$ cat src/rtl/instr_mem_loader_pkg.sv
// Shared types and constants for the instruction-memory loader.
package instr_loader_pkg;

  localparam int WORD_BYTES = 4;
  localparam int IMEM_DEPTH = 64;

  typedef enum logic [2:0] {
    IDLE    = 3'd0,
    COLLECT = 3'd1,
    WRITE   = 3'd2,
    CHECK   = 3'd3,
    DONE    = 3'd4
  } state_t;

  // A request longer than the memory is cut to the memory size.
  function automatic logic [6:0] clamp_len(input logic [6:0] req, input logic [6:0] depth);
    return (req > depth) ? depth : req;
  endfunction

endpackage

$ cat src/rtl/instr_mem_loader_if.sv
// Byte-stream input and memory write port of the loader.
// master: the loader side (accepts bytes, drives the write cycle).
// slave:  the environment side (byte source + instruction memory).
interface instr_mem_loader_if;

  logic [7:0]  byte_in;
  logic        byte_valid;
  logic        byte_ready;
  logic [31:0] a;
  logic [31:0] wd;
  logic        we;

  modport master (
    input  byte_in, byte_valid,
    output byte_ready, a, wd, we
  );

  modport slave (
    output byte_in, byte_valid,
    input  byte_ready, a, wd, we
  );

endinterface

$ cat src/rtl/instr_mem_loader_byte_packer.sv
// Little-endian byte-to-word packer: byte k of a word lands in bits [8k+7:8k].
// word_out already contains the byte being accepted this cycle, so the owner
// can latch the finished word on the same edge that word_full is seen.
module byte_packer
  import instr_loader_pkg::*;
(
  input  logic        clk,
  input  logic        reset,
  input  logic        accept,
  input  logic        clear,
  input  logic [7:0]  byte_in,
  output logic [31:0] word_out,
  output logic        word_full
);

  localparam int CW = $clog2(WORD_BYTES);

  logic [CW-1:0] cnt;
  logic [31:0]   word_q;

  // Merge the incoming byte into the partially assembled word.
  always_comb begin
    word_out = word_q;
    if (accept) word_out[{cnt, 3'b000} +: 8] = byte_in;
  end

  assign word_full = accept && (cnt == CW'(WORD_BYTES - 1));

  // Byte counter wraps naturally after the last byte of a word.
  always_ff @(posedge clk or posedge reset) begin
    if (reset) begin
      cnt    <= '0;
      word_q <= '0;
    end else if (clear) begin
      cnt    <= '0;
      word_q <= '0;
    end else if (accept) begin
      cnt    <= cnt + 1'b1;
      word_q <= word_out;
    end
  end

endmodule

$ cat src/rtl/instr_mem_loader.sv
// Instruction-memory loader: packs a byte stream into words, writes them to
// consecutive word addresses and holds the CPU in reset while doing so.
// Optional trailing checksum word: define INSTR_LOADER_CHECKSUM_EN.
//
// state   | meaning
// IDLE    | waiting for start after reset
// COLLECT | accepting the 4 bytes of the next word
// WRITE   | single write cycle, byte input stalled
// CHECK   | accepting the checksum word (checksum build only)
// DONE    | load complete, waiting for the next start
module instr_mem_loader
  import instr_loader_pkg::*;
#(
  parameter int          DEPTH     = IMEM_DEPTH,
  parameter logic [31:0] BASE_ADDR = 32'h0
) (
  input  logic               clk,
  input  logic               reset,
  input  logic               start,
  input  logic [6:0]         load_len,
  instr_mem_loader_if.master bus,
  output logic               busy,
  output logic               done,
  output logic               cpu_hold,
  output logic               chk_err
);

  localparam int         IW      = $clog2(DEPTH);
  localparam logic [6:0] DEPTH_L = 7'(DEPTH);

  state_t        state;
  logic [6:0]    len;
  logic [IW-1:0] idx;
  logic          start_ok;
  logic          accept;
  logic          word_full;
  logic [31:0]   word_out;

  assign start_ok = start && ((state == IDLE) || (state == DONE));
  assign accept   = bus.byte_valid && bus.byte_ready;
  assign cpu_hold = busy;

  byte_packer u_packer (
    .clk       (clk),
    .reset     (reset),
    .accept    (accept),
    .clear     (start_ok),
    .byte_in   (bus.byte_in),
    .word_out  (word_out),
    .word_full (word_full)
  );

`ifdef INSTR_LOADER_CHECKSUM_EN
  logic [31:0] sum;
`else
  assign chk_err = 1'b0;
`endif

  // Load sequencer; every output is a register so the memory sees clean strobes.
  always_ff @(posedge clk or posedge reset) begin
    if (reset) begin
      state          <= IDLE;
      len            <= '0;
      idx            <= '0;
      bus.byte_ready <= 1'b0;
      bus.we         <= 1'b0;
      bus.a          <= '0;
      bus.wd         <= '0;
      busy           <= 1'b0;
      done           <= 1'b0;
`ifdef INSTR_LOADER_CHECKSUM_EN
      sum            <= '0;
      chk_err        <= 1'b0;
`endif
    end else begin
      bus.we <= 1'b0;
      case (state)
        IDLE, DONE: begin
          if (start) begin
            len  <= clamp_len(load_len, DEPTH_L);
            idx  <= '0;
            done <= 1'b0;
`ifdef INSTR_LOADER_CHECKSUM_EN
            sum     <= '0;
            chk_err <= 1'b0;
`endif
            if (load_len == 7'd0) begin
              state <= DONE;
              done  <= 1'b1;
            end else begin
              state          <= COLLECT;
              busy           <= 1'b1;
              bus.byte_ready <= 1'b1;
            end
          end
        end
        COLLECT: begin
          if (word_full) begin
            state          <= WRITE;
            bus.byte_ready <= 1'b0;
            bus.we         <= 1'b1;
            bus.a          <= BASE_ADDR + (32'(idx) << 2);
            bus.wd         <= word_out;
`ifdef INSTR_LOADER_CHECKSUM_EN
            sum            <= sum + word_out;
`endif
          end
        end
        WRITE: begin
          if ((7'(idx) + 7'd1) == len) begin
`ifdef INSTR_LOADER_CHECKSUM_EN
            state          <= CHECK;
            bus.byte_ready <= 1'b1;
`else
            state <= DONE;
            done  <= 1'b1;
            busy  <= 1'b0;
`endif
          end else begin
            idx            <= idx + 1'b1;
            state          <= COLLECT;
            bus.byte_ready <= 1'b1;
          end
        end
        CHECK: begin
`ifdef INSTR_LOADER_CHECKSUM_EN
          if (word_full) begin
            chk_err        <= (word_out != sum);
            state          <= DONE;
            done           <= 1'b1;
            busy           <= 1'b0;
            bus.byte_ready <= 1'b0;
          end
`else
          state <= IDLE;
`endif
        end
        default: state <= IDLE;
      endcase
    end
  end

endmodule
$ cat src/flat_wrapper.sv
// flat-port wrapper written by rule: the top's interface ports become plain ports
module instr_mem_loader_flat import instr_loader_pkg::*;
#(
  parameter int          DEPTH     = IMEM_DEPTH,
  parameter logic [31:0] BASE_ADDR = 32'h0
)
  (clk, reset, start, load_len, busy, done, cpu_hold, chk_err, bus_byte_in, bus_byte_valid, bus_byte_ready, bus_a, bus_wd, bus_we);
  instr_mem_loader_if bus_i ();
  input  logic clk;
  input  logic reset;
  input  logic start;
  input  logic [6:0] load_len;
  output logic busy;
  output logic done;
  output logic cpu_hold;
  output logic chk_err;
  input wire logic [$bits(bus_i.byte_in)-1:0] bus_byte_in;
  input wire logic [$bits(bus_i.byte_valid)-1:0] bus_byte_valid;
  output wire logic [$bits(bus_i.byte_ready)-1:0] bus_byte_ready;
  output wire logic [$bits(bus_i.a)-1:0] bus_a;
  output wire logic [$bits(bus_i.wd)-1:0] bus_wd;
  output wire logic [$bits(bus_i.we)-1:0] bus_we;
  assign bus_i.byte_in = bus_byte_in;
  assign bus_i.byte_valid = bus_byte_valid;
  assign bus_byte_ready = bus_i.byte_ready;
  assign bus_a = bus_i.a;
  assign bus_wd = bus_i.wd;
  assign bus_we = bus_i.we;
  instr_mem_loader #(.DEPTH(DEPTH), .BASE_ADDR(BASE_ADDR)) u_core (.clk(clk), .reset(reset), .start(start), .load_len(load_len), .bus(bus_i), .busy(busy), .done(done), .cpu_hold(cpu_hold), .chk_err(chk_err));
endmodule
$ cat config.mk
export PLATFORM = sky130hd
export DESIGN_NAME = instr_mem_loader_flat
export DESIGN_NICKNAME = d
export VERILOG_FILES = /design/src/rtl/instr_mem_loader_pkg.sv /design/src/rtl/instr_mem_loader_if.sv /design/src/rtl/instr_mem_loader_byte_packer.sv /design/src/rtl/instr_mem_loader.sv /design/src/flat_wrapper.sv
export SDC_FILE = /design/constraint.sdc
export NUM_CORES = 1
export LEC_CHECK = 0
export CORE_AREA = 10 10 100 102
export DETAILED_ROUTE_END_ITERATION = 12
export DIE_AREA = 0 0 110 112
export HOLD_SLACK_MARGIN = 0.06
export PLACE_DENSITY = 0.79
export SLEW_MARGIN = 20
export SYNTH_ARGS = -nofsm -noshare
export SYNTH_HDL_FRONTEND = slang
export SYNTH_SLANG_ARGS = --single-unit
$ cat constraint.sdc
create_clock -name clk -period 3.8 [get_ports clk]
set_input_delay 0.76 -clock clk [delete_from_list [all_inputs] [get_ports clk]]
set_output_delay 0.76 -clock clk [all_outputs]
set_load 0.01 [all_outputs]
==> flow_summary.rst <==
.. list-table::
   :header-rows: 1

   * - Metric
     - Value
   * - Result of the run
     - finished, final reports clean
   * - Final Skew
     - 12.32 ps
   * - Number of buffer and inverter instances along the worst setup path
     - 1
   * - Clock buffer count from CTS
     - 9
   * - Adder-Cell Fraction of Synth Area
     - 1.922%
   * - Summed instance area of the synthesized netlist
     - 0.003905 mm2
   * - Gate Count Post-Synth
     - 382
   * - Largest family of logic cells by synthesized area
     - simple AND/OR/NAND/NOR gates
   * - Predominant post-synthesis flop cell
     - sky130_fd_sc_hd__dfrtp_1
   * - Number of placement rows
     - 33
   * - Inserted Diodes
     - 0
   * - Number of distinct library cells after synthesis
     - 48
   * - Max Fclk
     - 403.4 MHz
   * - Wire length of the first global-routing pass
     - 14260 um
   * - CP delay by family, top
     - simple AND/OR/NAND/NOR gates
   * - Total setup violations reported at the end of the flow
     - 0
   * - Cell area after layout
     - 0.004687 mm2
   * - Detailed-route wire length
     - 8796 um
   * - RePlAce Congestion
     - 0.8532
   * - Number of slew-limit violations in the final report
     - 0
   * - Compound-gate portion of the synthesized area
     - 13.26%
   * - DIE HEIGHT
     - 112 um
   * - Category of the most critical setup path
     - in -> reg
   * - Final period util
     - 65.24%
   * - Actual transition at the worst max-transition pin
     - 724.5 ps
   * - Maximum resistive drop on vdd
     - 0.2486 mV
   * - CTS clock-pin slew for the worst setup and hold paths
     - 80 ps
   * - H-Tree Level Count
     - 3
   * - Port bufs
     - 61
   * - PostCTS Resize Cnt
     - 0
   * - Cells along the critical path
     - clkdlybuf4s50_1, and2_4, nand2_8, nor4b_4, and3_1, a22o_1
   * - Number of failing hold endpoints at the final stage
     - 0
   * - Slowest cell delay on critical path
     - 520 ps
   * - Hold buffer count at CTS
     - 0
   * - First-pass DRT Iterations
     - 4
   * - Min-Delay Startpoint
     - u_core.bus.a[5]
   * - Source-to-sink clock delay at the later pin of the worst-skew pair
     - 350 ps
   * - DP HPWL
     - 6440 um
   * - Biggest fanout along the worst timing path
     - 9
   * - Relative area change from synthesis to final layout
     - 20.03%
   * - Hold Path Depth
     - 2
   * - Sequential area share after synthesis
     - 53.83%
   * - Worst relative slew slack
     - 51.64%
   * - Antenna violations before repair
     - 0
   * - Minimum period implied by the final worst setup slack
     - 2479 ps
   * - Maxcap violations
     - 0
   * - Endpoint, Worst Hold
     - u_core.bus.a[5]
   * - Post-detailed-route via-to-cell ratio
     - 5.226
   * - Buffer depth of the longest clock path
     - 2
   * - Hold/Removal Path Class
     - reg -> reg
   * - CP Data Arrival Time
     - 2770 ps
   * - Pin count of the biggest net entering global routing
     - 44
   * - Mux share of post-synthesis cell area
     - 1.025%
   * - Post-route worst hold slack
     - 482.6 ps
   * - Worst path required time
     - 4090 ps
   * - Remaining design rule violation count
     - 0
   * - # fillers
     - 718
   * - CP max stage cell
     - sky130_fd_sc_hd__clkdlybuf4s50_1
   * - Worst R2R Start
     - u_core.u_packer.cnt[0]
   * - Worst path setup slack after routing
     - 1321 ps
   * - Setup slack after placement
     - 1022 ps
   * - Mean instance size in the synthesized netlist
     - 10.22 um2
   * - Ranking of synthesized cells by area
     - sky130_fd_sc_hd__dfrtp_1 54%, sky130_fd_sc_hd__nand2_1 7.0%, sky130_fd_sc_hd__buf_4 5.8%, sky130_fd_sc_hd__a22oi_1 4.6%, sky130_fd_sc_hd__o21ai_0 2.8%
   * - Slack of the worst reg-to-reg path
     - 1490 ps
   * - Switching power summed over all nets
     - 1.009 mW
   * - Static Leak
     - 2.157 nW
   * - Power Internal
     - 1.993 mW
   * - Overall die width
     - 110 um
   * - Number of global-route vias before repair
     - 2789
   * - Number of enable flip-flop cells after synthesis
     - 0
   * - Top cells by instance count after synthesis
     - 84 x sky130_fd_sc_hd__dfrtp_1, 73 x sky130_fd_sc_hd__nand2_1, 30 x sky130_fd_sc_hd__buf_4
   * - GRT Overall Usage
     - 14.20%
   * - Root buffer cell
     - sky130_fd_sc_hd__clkbuf_8
   * - Num Clock Sinks
     - 84
   * - Fraction of the core area covered by cells at the end of the flow
     - 58.21%
   * - Share of async-settable or async-resettable flops after synthesis
     - 100.0%
   * - Proportion of netlist area held by the largest area contributor
     - 53.83%
   * - NumNets Final
     - 461
   * - Cell area after placement
     - 0.004449 mm2
   * - Number of design-rule violations left by the first detailed-router iteration
     - 135
   * - Accumulated negative setup slack
     - 0 ps
   * - Power per cell area
     - 640.4 mW/mm2
   * - Unrepaired setup endpoints after global routing
     - false
   * - Endpoint of the worst register-to-register path
     - u_core.u_packer.word_q[12]
   * - Part of the total power dissipated in combinational logic
     - 33.1%
   * - Sequential Power Share
     - 41.7%
   * - Number of vias after detailed routing
     - 2848
   * - Warnings from Yosys
     - 0
   * - Cell count of the worst reg-to-reg path
     - 5
   * - Area leader, netlist
     - sky130_fd_sc_hd__dfrtp_1
   * - Kind of start point of the critical path
     - input port
   * - Fraction of final layout cells sized beyond drive strength 1
     - 7.727%
   * - WL per Instance
     - 16.14 um
   * - Number of I/O pins
     - 89
   * - Critical path endpoint category
     - register
   * - Switching part of the total power
     - 33.61%
   * - Number of storage elements in the synthesis netlist
     - 84
   * - Remaining Overflow, GRT
     - 0
   * - Antenna-violating nets left
     - 0
   * - Initial Utilization
     - 48.50%
   * - Library cell with the highest instance count after synthesis
     - sky130_fd_sc_hd__dfrtp_1
   * - Post-synthesis share of cell area spent on xor and xnor gates
     - 2.467%
   * - Die area
     - 0.01232 mm2
   * - Clock Power Share
     - 25.1%
   * - Core box area
     - 0.008051 mm2
   * - Post-CTS Setup Repair Bufs
     - 0
   * - TritonCTS clock tree
     - yes
   * - Simple-gate share of the synthesized area
     - 18.17%
-- through the flow --
stage	std cells	power, mW
after floorplan	408	1.901
after global placement	530	2.232
after detailed placement	530	2.268
after CTS	545	3.018
after global routing	545	3.176
final	545	3.001
-- tightest hold or removal path, cell delays in order, from the launching register on --
cell                      delay [ps]
sky130_fd_sc_hd__dfrtp_1         350
sky130_fd_sc_hd__nand2_1          50
sky130_fd_sc_hd__nand2_1          50
-- power by group through the flow --
| stage | Combinational (mW) | Sequential [mW] | Clock (mW) |
|---|---|---|---|
| after global routing | 1.10 | 1.28 | 0.794 |
| after CTS | 1.00 | 1.26 | 0.760 |
| after global placement | 0.968 | 1.26 | 0 |
| final | 0.995 | 1.25 | 0.754 |
| after floorplan | 0.612 | 1.29 | 0 |
| after detailed placement | 0.996 | 1.27 | 0 |
-- final cells by class --
cell class                 instances  area, um2  share of cell area, %
sequential                        84       2102                  44.85
inverter                           9      35.03                 0.7475
clock inverter                     6      113.9                  2.429
clock buffer                       9      123.9                  2.643
timing repair buffer              65      640.6                  13.67
tap                              105      131.4                  2.803
multi-input combinational        267       1540                  32.86
-- routing by layer --
| metal | global-route usage (%) | vias to the layer above | part of all wire [%] |
|---|---|---|---|
| met4 | 3.733 | 0 | 0.88 |
| met1 | 18.54 | 1401 | 44 |
| met3 | 3.633 | 8 | 7.6 |
| li1 | - | 1350 | - |
| met5 | 0 | - | 0 |
| met2 | 22.70 | 89 | 47 |
-- state kept, by name (all words and copies together), names as in the netlist --
| register | count |
|---|---|
| u_core.bus.a | 6 |
| u_core.bus.byte_ready | 1 |
| u_core.bus.wd | 32 |
| u_core.bus.we | 1 |
| u_core.busy | 1 |
| u_core.done | 1 |
| u_core.idx | 6 |
| u_core.len | 7 |
| u_core.state | 3 |
| u_core.u_packer.cnt | 2 |
| u_core.u_packer.word_q | 24 |
-- worst max-delay path by stage --
| stage | start | endpoint | slack, ps | cells after the start |
|---|---|---|---|---|
| floorplan | reset | u_core.bus.a[2] | 870 | 1 |
| global placement | bus_byte_valid | u_core.bus.wd[0] | 1110 | 6 |
| detailed placement | bus_byte_valid | u_core.u_packer.word_q[11] | 1020 | 6 |
| CTS | bus_byte_valid | u_core.u_packer.word_q[11] | 1370 | 6 |
| global route | bus_byte_valid | u_core.u_packer.word_q[12] | 1230 | 6 |
| finish | bus_byte_valid | u_core.u_packer.word_q[12] | 1320 | 6 |
-- logic make-up (layout without fill, tap and decap cells) --
logic type,count (synthesis),after routing
simple gates,142,142
mux,4,4
other cells,1,27
fa+ha+maj,6,6
buf+inv,57,89
flops,84,84
xor+xnor,11,11
compound gates,77,77
-- layout by cell type, fill, tap and decap left out, drive strengths merged, types with 3 or more instances in the layout --
master	instances
a21oi	5
a22o	9
a22oi	24
and2	3
and3	3
buf	4
bufinv	3
clkbuf	9
clkdlybuf4s50	61
conb	27
dfrtp	84
ha	6
inv	8
mux2i	4
nand2	77
nand2b	3
nand3	14
nand3b	6
nor2	24
nor4b	3
o21ai	28
xnor2	9
Power figures use the tool's default switching activity.
